**src/rtl/fp_mul_normalize_round.sv**
```systemverilog
`default_nettype none
// ============================================================================
// Module   : fp_mul_normalize_round
// Brief    : Normalize, round-to-nearest-even and pack stage of the binary32
//            multiplier; 2-stage valid/ready pipeline with full back-pressure.
// Revision : 1.0 - initial release
// ============================================================================
module fp_mul_normalize_round #(
    parameter int MANT_W = 24
) (
    input  logic                  clk,
    input  logic                  rst_n,
    input  logic                  in_valid,
    output logic                  in_ready,
    input  logic [2*MANT_W-1:0]   prod_in,
    input  logic                  sign_in,
    input  logic [9:0]            exp_sum_in,
    input  logic                  nan_in,
    input  logic                  inf_in,
    input  logic                  zero_in,
    output logic                  out_valid,
    input  logic                  out_ready,
    output logic [31:0]           result_out,
    output logic                  overflow_out,
    output logic                  underflow_out,
    output logic                  inexact_out
);

    localparam int PROD_W = 2 * MANT_W;
    localparam int FRAC_W = MANT_W - 1;

    logic                     s1_valid_q,  s1_valid_d;
    logic [FRAC_W-1:0]        s1_mant_q,   s1_mant_d;
    logic                     s1_guard_q,  s1_guard_d;
    logic                     s1_sticky_q, s1_sticky_d;
    logic signed [9:0]        s1_exp_q,    s1_exp_d;
    logic                     s1_sign_q,   s1_sign_d;
    logic                     s1_nan_q,    s1_nan_d;
    logic                     s1_inf_q,    s1_inf_d;
    logic                     s1_zero_q,   s1_zero_d;

    logic                     s2_valid_q,  s2_valid_d;
    logic [31:0]              s2_result_q, s2_result_d;
    logic                     s2_ovf_q,    s2_ovf_d;
    logic                     s2_unf_q,    s2_unf_d;
    logic                     s2_inx_q,    s2_inx_d;

    logic                     s1_load;
    logic                     s2_adv;
    logic                     round_up;
    logic [FRAC_W:0]          mant_sum;
    logic signed [9:0]        exp_r;

    assign s2_adv   = !s2_valid_q || out_ready;
    assign in_ready = !s1_valid_q || s2_adv;
    assign s1_load  = in_valid && in_ready;

    always_comb begin
        s1_valid_d  = s1_valid_q;
        s1_mant_d   = s1_mant_q;
        s1_guard_d  = s1_guard_q;
        s1_sticky_d = s1_sticky_q;
        s1_exp_d    = s1_exp_q;
        s1_sign_d   = s1_sign_q;
        s1_nan_d    = s1_nan_q;
        s1_inf_d    = s1_inf_q;
        s1_zero_d   = s1_zero_q;
        if (s1_load) begin
            s1_valid_d = 1'b1;
            s1_sign_d  = sign_in;
            s1_nan_d   = nan_in;
            s1_inf_d   = inf_in;
            s1_zero_d  = zero_in;
            // Product in [2,4) shifts one place further and bumps the exponent.
            if (prod_in[PROD_W-1]) begin
                s1_mant_d   = prod_in[PROD_W-2 -: FRAC_W];
                s1_guard_d  = prod_in[MANT_W-1];
                s1_sticky_d = |prod_in[MANT_W-2:0];
                s1_exp_d    = exp_sum_in + 10'd1;
            end else begin
                s1_mant_d   = prod_in[PROD_W-3 -: FRAC_W];
                s1_guard_d  = prod_in[MANT_W-2];
                s1_sticky_d = |prod_in[MANT_W-3:0];
                s1_exp_d    = exp_sum_in;
            end
        end else if (s2_adv) begin
            s1_valid_d = 1'b0;
        end
    end

    always_comb begin
        round_up    = s1_guard_q && (s1_sticky_q || s1_mant_q[0]);
        // On carry-out the low bits of the sum are already zero.
        mant_sum    = {1'b0, s1_mant_q} + {{FRAC_W{1'b0}}, round_up};
        exp_r       = s1_exp_q + {9'd0, mant_sum[FRAC_W]};
        s2_valid_d  = s2_valid_q;
        s2_result_d = s2_result_q;
        s2_ovf_d    = s2_ovf_q;
        s2_unf_d    = s2_unf_q;
        s2_inx_d    = s2_inx_q;
        if (s2_adv) begin
            s2_valid_d = s1_valid_q;
            s2_ovf_d   = 1'b0;
            s2_unf_d   = 1'b0;
            s2_inx_d   = 1'b0;
            if (s1_nan_q) begin
                s2_result_d = 32'h7FC0_0000;
            end else if (s1_inf_q) begin
                s2_result_d = {s1_sign_q, 8'hFF, 23'h0};
            end else if (s1_zero_q) begin
                s2_result_d = {s1_sign_q, 31'h0};
            end else if (exp_r >= 10'sd255) begin
                s2_result_d = {s1_sign_q, 8'hFF, 23'h0};
                s2_ovf_d    = 1'b1;
                s2_inx_d    = 1'b1;
            end else if (exp_r <= 10'sd0) begin
                s2_result_d = {s1_sign_q, 31'h0};
                s2_unf_d    = 1'b1;
                s2_inx_d    = 1'b1;
            end else begin
                s2_result_d = {s1_sign_q, exp_r[7:0], mant_sum[FRAC_W-1:0]};
                s2_inx_d    = s1_guard_q || s1_sticky_q;
            end
        end
    end

    always_ff @(posedge clk or negedge rst_n) begin
        if (!rst_n) begin
            s1_valid_q  <= 1'b0;
            s1_mant_q   <= '0;
            s1_guard_q  <= 1'b0;
            s1_sticky_q <= 1'b0;
            s1_exp_q    <= '0;
            s1_sign_q   <= 1'b0;
            s1_nan_q    <= 1'b0;
            s1_inf_q    <= 1'b0;
            s1_zero_q   <= 1'b0;
            s2_valid_q  <= 1'b0;
            s2_result_q <= '0;
            s2_ovf_q    <= 1'b0;
            s2_unf_q    <= 1'b0;
            s2_inx_q    <= 1'b0;
        end else begin
            s1_valid_q  <= s1_valid_d;
            s1_mant_q   <= s1_mant_d;
            s1_guard_q  <= s1_guard_d;
            s1_sticky_q <= s1_sticky_d;
            s1_exp_q    <= s1_exp_d;
            s1_sign_q   <= s1_sign_d;
            s1_nan_q    <= s1_nan_d;
            s1_inf_q    <= s1_inf_d;
            s1_zero_q   <= s1_zero_d;
            s2_valid_q  <= s2_valid_d;
            s2_result_q <= s2_result_d;
            s2_ovf_q    <= s2_ovf_d;
            s2_unf_q    <= s2_unf_d;
            s2_inx_q    <= s2_inx_d;
        end
    end

    assign out_valid     = s2_valid_q;
    assign result_out    = s2_result_q;
    assign overflow_out  = s2_ovf_q;
    assign underflow_out = s2_unf_q;
    assign inexact_out   = s2_inx_q;

endmodule
`default_nettype wire

```
**config.mk**
```make
export PLATFORM = sky130hd
export DESIGN_NAME = fp_mul_normalize_round
export DESIGN_NICKNAME = d
export VERILOG_FILES = /design/src/rtl/fp_mul_normalize_round.sv
export SDC_FILE = /design/constraint.sdc
export NUM_CORES = 1
export LEC_CHECK = 0
export ABC_CLOCK_PERIOD_IN_PS = 3900
export BUFFER_PORTS_ARGS = -buffer_cell sky130_fd_sc_hd__clkbuf_2
export CELL_PAD_IN_SITES_DETAIL_PLACEMENT = 1
export CELL_PAD_IN_SITES_GLOBAL_PLACEMENT = 1
export CORE_MARGIN = 4
export CORE_UTILIZATION = 41
export DETAILED_ROUTE_END_ITERATION = 16
export PLACE_DENSITY = 0.9
export SYNTH_ARGS = -nofsm -noshare
export SYNTH_HDL_FRONTEND = slang
export SYNTH_SLANG_ARGS = --single-unit
```
**constraint.sdc**
```tcl
create_clock -name clk -period 3.9 [get_ports clk]
set_input_delay 0.585 -clock clk [delete_from_list [all_inputs] [get_ports clk]]
set_output_delay 0.585 -clock clk [all_outputs]
set_load 0.03 [all_outputs]
```
==> flow_summary_export.csv, run 1 <==
group,metric,value,unit
sta,tightest_slew,0.9632,ns
pwr,ir_drop,0.1465,mV
sta,fmax,286.1,MHz
pwr,sw_frac_of_total,33.83,%
cts,cts.sinks,76,
cts,cts_tree,"yes",
global_route,grt_pass1_wl,20.36,mm
routing,wl_per_cell,18.26,um
cts,cts_max_level,3,
pwr,switchingPower,0.0007264,W
floorplan,fp-row-count,37,
sta,skew,0.006677,ns
sta,slew_viol_final,0,
floorplan,die_w,110.6,um
cts,path_clk_slew,0.08,ns
worst_setup_path,critPathLaunchType,"flop",
pwr,seqPwrFrac,46.7,%
worst_hold_path,hp-class,"in -> async",
layout,antenna_cells,0,
routing,firstDrtPassIters,4,
sta,rsz0062_at_grt,"no",
worst_setup_path,startpoint,"s1_mant_q[8]$_DFFE_PN0P_",
global_route,grt.total_usage,20.00,%
sta,setup_viol,0,
routing,drt-total-wl,12.07,mm
layout,area_growth,18.95,%
routing,drtIter0Drc,165,
layout,drive_gt1_share,30.48,%
floorplan,core-area,10280,um2
sta,fin_crit,3.495,ns
place,gp_congestion,0.8656,
synth,synth_edf_count,0,
cts,root_buffer,"clkbuf_8",
synth,synthesis.area,4312,um2
place,portBuffers,102,
place,dp_hpwl,8.830,mm
cts,clk_latency,0.36,ns
synth,yosysSeqAreaShare,44.11,%
worst_setup_path,required,4.14,ns
sta,tns,0,ns
pwr,pwr-share-comb,22.9,%
pwr,power_leakage,2.376,nW
synth,synth_async_sr_flop_share,100.0,%
worst_setup_path,cp.arrival,3.73,ns
synth,netlist_instances,430,
layout,nets,590,
sta,slew_headroom,35.79,%
global_route,gr-total-overflow,0,
synth,synth.distinct_cells,47,
synth,ys_ff_latch,76,
floorplan,pin_count,103,
routing,antenna_left,0,
routing,drcViolationCount,0,
floorplan,die_h,110.6,um
global_route,antenna_found_initial,0,
sta,final-hold-violation-count,0,
worst_setup_path,ff2ff_path_depth,11,
layout,fin_cells,661,
global_route,grt_pass1_vias,3952,
cts,ctsLongestPathBuffers,2,
floorplan,die_area,12220,um2
routing,num_vias,3699,
layout,layout_commonest_cell,"clkbuf_2",
synth,yosys_warnings,0,
worst_setup_path,path_class,"reg -> reg",
synth,synth_nets,500,
sta,fin_crit_sh,89.61,%
pwr,power_density,418.7,nW/um2
worst_setup_path,path_max_fanout,23,
run,maxCapViolCount,0,
cts,numCtsBuffers,9,
synth,avgSynthCellArea,10.03,um2
pwr,p_int,0.001421,W
synth,synthFlopType,"dfrtp_1",
worst_setup_path,rr_startpoint,"s1_mant_q[8]$_DFFE_PN0P_",
layout,final_cell_mix,"clkbuf_2 (101), nand2_1 (82), dfrtp_1 (76)",
layout,final_core_util,49.90,%
outcome,status,"finished, final reports clean",
worst_setup_path,endpoint_kind,"flop",
global_route,grt_start_max_net_pins,77,
floorplan,start_util,41.95,%
pwr,pwr-share-clk,30.4,%
place,dp.cells,645,
routing,detail_route.vias_per_cell,5.596,
## synthesized netlist by cell type (5+ instances only)
cell	count	area [um2]
xnor2_1	14	122.6
nand4_1	13	81.33
nor4_1	6	37.54
dfrtp_1	76	1902
a31oi_1	10	62.56
nand2_1	83	311.6
nand3_1	13	65.06
xor2_1	26	227.7
mux2i_1	27	270.3
and3_1	7	43.79
o21ai_0	43	215.2
buf_1	6	22.52
buf_2	5	25.02
clkbuf_1	12	45.04
o41ai_2	19	309.1
nand2b_1	7	43.79
nor2_1	11	41.29
## worst max-delay path, stage by stage (launching register included)
cell and delay, ns:
dfrtp_1 0.45, nand4_1 0.22, nor2_1 0.35, nand3_1 0.18, nor2_1 0.13, ha_1 0.20
ha_1 0.30, nand4_1 0.15, nor2_1 0.28, xnor2_1 0.26, nand3_4 0.38, o41ai_1 0.47
## flip-flops by register name, indices dropped and copies added, names as in the netlist
signal / flops
s1_exp_q: 10
inexact_out: 1
s1_mant_q: 23
s1_valid_q: 1
s1_guard_q: 1
underflow_out: 1
overflow_out: 1
s1_inf_q: 1
s1_sticky_q: 1
s1_nan_q: 1
result_out: 32
out_valid: 1
s1_zero_q: 1
s1_sign_q: 1
## logic make-up after synthesis
kind of cell             share of synthesized area, %
adder cells (fa/ha/maj)                         1.161
AND/OR/NAND/NOR                                 18.86
buffers and inverters                           3.279
flip-flops                                      44.11
multiplexers                                    7.313
AO/OA/AOI/OAI                                   16.51
XOR/XNOR                                        8.764
## layout make-up
cell class	instances	area (um2)
clock inverters	3	42.54
multi-input cells	325	2281
flip-flops and latches	76	1902
repair buffers	107	550.5
well taps	136	170.2
clock buffers	13	178.9
fillers	1237	5149
inverters	1	3.754
## metrics by stage
stage / setup WS [ns] / area, um2 / hold WS [ns] / power (W)
after global placement: 0.4819 / 4900 / 0.4482 / 0.001467
after floorplan: 1.001 / 4312 / 0.2894 / 0.001316
after CTS: 0.1534 / 5121 / 0.4151 / 0.002151
after detailed placement: 0.1994 / 4900 / 0.4636 / 0.001499
final: 0.4052 / 5129 / 0.3691 / 0.002147
after global routing: 0.07622 / 5129 / 0.4450 / 0.002258
## per-layer routing
metal	GRT usage (%)	wire length [um]	share of wire (%)	vias to the layer above
li1	-	-	-	1734
met1	26.93	5505	46	1815
met2	32.65	5790	48	125
met3	3.836	522	4.3	25
met4	6.158	250	2.1	0
met5	0	0	0	-
## path summary, 6_finish.rpt
path,end,slack [ns]
setup / recovery,result_out[2]$_DFFE_PN0P_,0.41
hold / removal,result_out[8]$_DFFE_PN0P_,0.37
setup reg to reg,result_out[2]$_DFFE_PN0P_,0.41
hold reg to reg,result_out[31]$_DFFE_PN0P_,0.48
max in group asynchronous,s1_exp_q[2]$_DFFE_PN0P_,2.90
min in group clk,s1_valid_q$_DFFE_PN0P_,0.45
## repair_timing
item | CTS | global route
gates resized for setup | 0 | 1
buffers inserted | 0 | 0
setup endpoints to repair | 0 | 23
hold buffers | 0 | 0
## power by group through the flow
stage          registers, W  logic, W  clock network, W
2_1_floorplan       0.00104  0.000275                 0
3_3_place_gp        0.00100  0.000466                 0
3_5_place_dp        0.00101  0.000487                 0
4_1_cts             0.00100  0.000492          0.000658
5_1_grt             0.00102  0.000539          0.000700
6_report            0.00100  0.000492          0.000652
No activity file was read; power rests on OpenSTA's default activity.
==> run 2, diff against run 1 <==
- CORE_ASPECT_RATIO: not set -> 0.75
- PLACE_DENSITY: 0.9 -> 0.89
==> run 2 against run 1 <==
  * Via count grew 1.3%
  * Clock-buffer cell count decreased by 3
  * Maximum frequency shrank 2.4%
  * Clock skew is essentially flat
  * Global-route usage rose by 1.7 points
  * Combinational power up 4%
  * Non-clock buffer count decreased by 1
  * Highest routed layer unchanged
==> flow_summary_export.csv, run 2 (same netlist as run 1, synthesis figures left out) <==
group,metric,value,unit
place,gp_congestion,0.8212,
global_route,use_met2,33.74,%
global_route,grt.total_usage,21.65,%
sta,fmax,279.3,MHz
floorplan,pin_count,103,
sta,slew_viol_final,0,
worst_setup_path,required,4.08,ns
layout,drive_gt1_share,30.86,%
routing,firstDrtPassIters,7,
place,dp.cells,644,
routing,drtIter0Drc,362,
layout,area_growth,22.03,%
worst_setup_path,cp.arrival,3.76,ns
cts,hold_buffers,0,
sta,final-hold-violation-count,0,
routing,detail_route.vias_per_cell,5.670,
floorplan,start_util,41.90,%
cts,clk_latency,0.33,ns
cts,path_clk_slew,0.06,ns
cts,post_cts_buffers,0,
routing,drcViolationCount,0,
routing,num_vias,3748,
layout,layout_commonest_cell,"clkbuf_2",
routing,antenna_left,0,
layout,finish.instance_area,5261,um2
sta,rsz0062_at_grt,"no",
pwr,power_leakage,2.447,nW
layout,nets,590,
pwr,seqPwrFrac,41.7,%
cts,ctsLongestPathBuffers,2,
outcome,status,"finished, final reports clean",
worst_setup_path,endpoint_kind,"flop",
worst_setup_path,path_max_fanout,12,
floorplan,die_h,96.81,um
pwr,ir_drop,0.2859,mV
floorplan,die_w,126.4,um
sta,fin_crit_sh,91.79,%
floorplan,fp-row-count,32,
floorplan,core-area,10290,um2
floorplan,die_area,12240,um2
cts,cts_max_level,3,
place,portBuffers,102,
pwr,p_int,0.001637,W
place,place_area,4890,um2
cts,numCtsBuffers,9,
sta,setup_viol,0,
global_route,grt_use_met3,4.801,%
global_route,grt_pass1_vias,3969,
run,maxCapViolCount,0,
layout,antenna_cells,0,
cts,cts.sinks,76,
global_route,gr-total-overflow,0,
global_route,grt_start_max_net_pins,77,
worst_setup_path,path_class,"reg -> reg",
global_route,grt-busiest-layer,"met2",
layout,final_cell_mix,"clkbuf_2 (101), nand2_1 (82), dfrtp_1 (76)",
routing,drt-total-wl,13.19,mm
cts,root_buffer,"clkbuf_16",
worst_hold_path,hp-class,"in -> async",
global_route,grt_pass1_wl,21.34,mm
sta,skew,0.006774,ns
pwr,pwr-share-comb,21.0,%
pwr,switchingPower,0.0007936,W
sta,tightest_slew,1.348,ns
worst_setup_path,critPathLaunchType,"flop",
place,dp_hpwl,9.586,mm
sta,slew_headroom,10.14,%
worst_setup_path,ff2ff_path_depth,11,
global_route,use_met1,31.20,%
cts,cts_tree,"yes",
routing,wl_per_cell,19.95,um
global_route,antenna_found_initial,0,
pwr,pwr-share-clk,37.3,%
sta,fin_crit,3.580,ns
layout,fin_cells,661,
layout,largest_reg_flops,32,
pwr,sw_frac_of_total,32.65,%
pwr,power_density,462.0,nW/um2
-- run 2: layout make-up --
class	count	area [um2]
well taps	136	170.2
clock inverters	6	86.33
clock buffers	10	239.0
fillers	1176	5029
repair buffers	106	540.5
multi-input cells	326	2320
inverters	1	3.754
flip-flops and latches	76	1902
-- run 2: worst paths after layout --
kind | startpoint | end | slack (ns)
setup / recovery | s1_mant_q[2]$_DFFE_PN0P_ | result_out[0]$_DFFE_PN0P_ | 0.32
hold / removal | rst_n | result_out[13]$_DFFE_PN0P_ | 0.48
setup reg to reg | s1_mant_q[2]$_DFFE_PN0P_ | result_out[0]$_DFFE_PN0P_ | 0.32
hold reg to reg | s1_valid_q$_DFFE_PN0P_ | out_valid$_DFFE_PN0P_ | 0.48
max in group asynchronous | rst_n | s1_mant_q[22]$_DFFE_PN0P_ | 2.82
min in group clk | s1_valid_q$_DFFE_PN0P_ | out_valid$_DFFE_PN0P_ | 0.48
-- run 2: critical path, stage by stage (launching register included) --
cell     delay (ns)
dfrtp_1        0.43
nand4_1        0.25
nor3_4         0.36
nand3_1        0.17
nor2_1         0.16
ha_1           0.23
ha_1           0.28
nand4_1        0.15
nor2_1         0.34
xnor2_2        0.26
nand3_4        0.29
o41ai_1        0.51
-- run 2: per-layer routing --
metal	share of wire (%)	vias to the layer above
met5	0	-
met4	0.99	0
met3	5.0	11
met2	47	131
met1	47	1870
li1	-	1736
-- run 2: through the flow --
step	util, %	TNS, ns	setup WS, ns	power (W)	hold WS [ns]
floorplan	-	0	1.001	0.001316	0.2894
global placement	47.52	0	0.3481	0.001476	0.4461
detailed placement	47.52	-0.04504	-0.04504	0.001515	0.4722
CTS	50.75	0	0.009786	0.002431	0.4770
global route	51.13	0	0.07315	0.002538	0.4781
finish	51.13	0	0.3201	0.002431	0.4776
-- run 2: what timing repair did --
action,4_1_cts,5_1_grt
gates cloned,0,1
endpoints found under the setup margin,4,20
gates resized for setup,1,4
pin swaps,0,1
-- run 2: power by group through the flow --
stage               combinational, W  clock, W  sequential [W]
finish                      0.000510  0.000907         0.00101
detailed placement          0.000494         0         0.00102
floorplan                   0.000275         0         0.00104
global route                0.000555  0.000954         0.00103
global placement            0.000470         0         0.00101
CTS                         0.000505  0.000914         0.00101
==> run 3, diff against run 2 <==
- ABC_CLOCK_PERIOD_IN_PS: 3900 -> 3100
- CORE_UTILIZATION: 41 -> 37
- PLACE_DENSITY: 0.89 -> 0.85
- clock period: 3.9 -> 3.1 ns (I/O delays scaled with it)
==> run 3 against run 2 <==
  * Core utilization decreased by 2.3 points
  * Register-to-register slack got worse by 0.22 ns
  * Via count increased by 0.77%
  * Clock-buffer cell count increased by 2
  * Final area increased by 3.5%
  * Clock skew about the same
  * Global-route usage decreased by 1.7 points
  * Critical path depth unchanged
  * Worst setup slack got worse by 0.22 ns
  * Routed wire length increased by 2.7%
  * Cell count increased by 3.8%
  * Largest power group unchanged
==> flow_summary_export.csv, run 3 (same netlist as run 1, synthesis figures left out) <==
group,metric,value,unit
outcome,status,"finished, final reports clean",
place,place_ws,-0.2045,ns
routing,firstDrtPassIters,4,
routing,wl_per_cell,19.74,um
cts,ctsLongestPathBuffers,2,
pwr,seqPwrFrac,41.9,%
worst_setup_path,cp_top_family,"simple AND/OR/NAND/NOR gates",
layout,layout_commonest_cell,"clkbuf_2",
worst_setup_path,endpoint_kind,"flop",
worst_setup_path,slowest_stage,"dfrtp_1",
worst_setup_path,required,3.35,ns
sta,final-hold-violation-count,0,
layout,antenna_cells,0,
worst_setup_path,cp_common_cell,"and3_1",
sta,setup_viol,0,
worst_setup_path,max_stage_delay,0.47,ns
pwr,sw_frac_of_total,32.47,%
layout,fin_cells,686,
floorplan,fp-row-count,33,
routing,drcViolationCount,0,
run,maxCapViolCount,0,
worst_setup_path,path_max_fanout,9,
sta,tightest_slew,0.9652,ns
cts,cts.sinks,76,
floorplan,die_w,132.7,um
worst_setup_path,cp.arrival,3.24,ns
routing,antenna_left,0,
routing,drtIter0Drc,257,
global_route,gr-total-overflow,0,
layout,drive_gt1_share,34.80,%
worst_setup_path,path_class,"reg -> reg",
global_route,antenna_found_initial,0,
cts,numCtsBuffers,9,
sta,slew_headroom,35.65,%
pwr,pwr-share-comb,23.3,%
global_route,grt_pass1_wl,21.36,mm
routing,detail_route.vias_per_cell,5.506,
place,dp_hpwl,9.845,mm
sta,setup_ws,0.1032,ns
layout,largest_reg_flops,32,
sta,tns,0,ns
sta,slew_viol_final,0,
routing,drt-total-wl,13.54,mm
sta,fin_crit_sh,96.67,%
pwr,ir_drop,0.2874,mV
layout,area_growth,26.32,%
global_route,grt_pass1_vias,4022,
floorplan,pin_count,103,
cts,cts_tree,"yes",
layout,finish.instance_area,5446,um2
floorplan,core-area,11150,um2
place,portBuffers,102,
worst_setup_path,cp_cell_sequence,"and3_1, and3_1, nand3_1, nor2_1, ha_2, ha_4, xor2_1, nand4_1, or4_4, a21bo_1, a31oi_1",
cts,clk_latency,0.34,ns
pwr,power_leakage,2.533,nW
sta,skew,0.006321,ns
worst_setup_path,critPathLaunchType,"flop",
cts,root_buffer,"clkbuf_16",
sta,fin_crit,2.997,ns
layout,nets,611,
pwr,power_density,554.0,nW/um2
global_route,grt.total_usage,19.95,%
place,dp.cells,659,
pwr,switchingPower,0.0009798,W
sta,fmax,333.7,MHz
floorplan,die_area,13460,um2
worst_hold_path,hp-class,"in -> async",
cts,cts_max_level,3,
place,gp_congestion,0.8582,
worst_setup_path,critPathBufInv,0,
floorplan,start_util,38.68,%
place,place_area,5002,um2
pwr,p_int,0.002038,W
cts,path_clk_slew,0.06,ns
layout,final_cell_mix,"clkbuf_2 (101), nand2_1 (82), dfrtp_1 (75)",
floorplan,die_h,101.5,um
global_route,grt_start_max_net_pins,77,
pwr,pwr-share-clk,34.8,%
routing,num_vias,3777,
==> run 3: cell types whose count changed in the layout (fill, tap and decap cells not counted), moves of 2 or more <==
cell	change
buf_12	+2
buf_4	+20
ha_1	-2
nand3_4	-2
nor2_1	-2
==> run 3: cell type report <==
class	count	area [um2]
timing repair buffer	128	730.7
inverter	1	3.754
multi-input combinational	325	2330
clock inverter	4	47.55
clock buffer	12	256.5
fill	1294	5702
sequential	76	1903
tap	140	175.2
==> run 3: worst paths after layout <==
kind | from | endpoint | depth (start not counted) | slack (ns)
max in group asynchronous | rst_n | s1_mant_q[9]$_DFFE_PN0P_ | 2 | 2.05
worst max-delay path | s1_mant_q[18]$_DFFE_PN0P_ | result_out[24]$_DFFE_PN0P_ | 11 | 0.10
min in group clk | inf_in | s1_inf_q$_DFFE_PN0P_ | 2 | 0.37
worst max register to register | s1_mant_q[18]$_DFFE_PN0P_ | result_out[24]$_DFFE_PN0P_ | 11 | 0.10
worst min-delay path | rst_n | result_out[30]$_DFFE_PN0P_ | 2 | 0.36
worst min register to register | result_out[31]$_DFFE_PN0P_ | result_out[31]$_DFFE_PN0P_ | 2 | 0.48
==> run 3: what timing repair did <==
item / 4_1_cts / 5_1_grt
setup buffers: 3 / 8
hold buffers: 0 / 0
resized for setup: 4 / 10
pin swaps: 3 / 4
setup endpoints to repair: 27 / 34
==> run 3: per-layer routing <==
metal	wire length (um)	vias to the layer above	global-route usage (%)
li1	-	1776	-
met1	6415	1826	28.05
met2	6150	155	31.13
met3	790	20	4.866
met4	186	0	5.351
met5	0	-	0
==> run 3: metrics by stage <==
step | hold slack [ns] | utilization (%) | total power [W]
2_1_floorplan | 0.1694 | - | 0.001655
3_5_place_dp | 0.4724 | 44.87 | 0.001936
6_report | 0.3591 | 48.86 | 0.003017
5_1_grt | 0.3679 | 48.86 | 0.003169
4_1_cts | 0.3579 | 47.92 | 0.003001
3_3_place_gp | 0.4479 | 44.87 | 0.001890
==> run 3: power by group through the flow <==
| stage | clock, W | sequential (W) | combinational (W) |
|---|---|---|---|
| floorplan | 0 | 0.00131 | 0.000346 |
| global placement | 0 | 0.00126 | 0.000628 |
| detailed placement | 0 | 0.00127 | 0.000663 |
| CTS | 0.00107 | 0.00126 | 0.000679 |
| global route | 0.00112 | 0.00128 | 0.000767 |
| finish | 0.00105 | 0.00127 | 0.000704 |
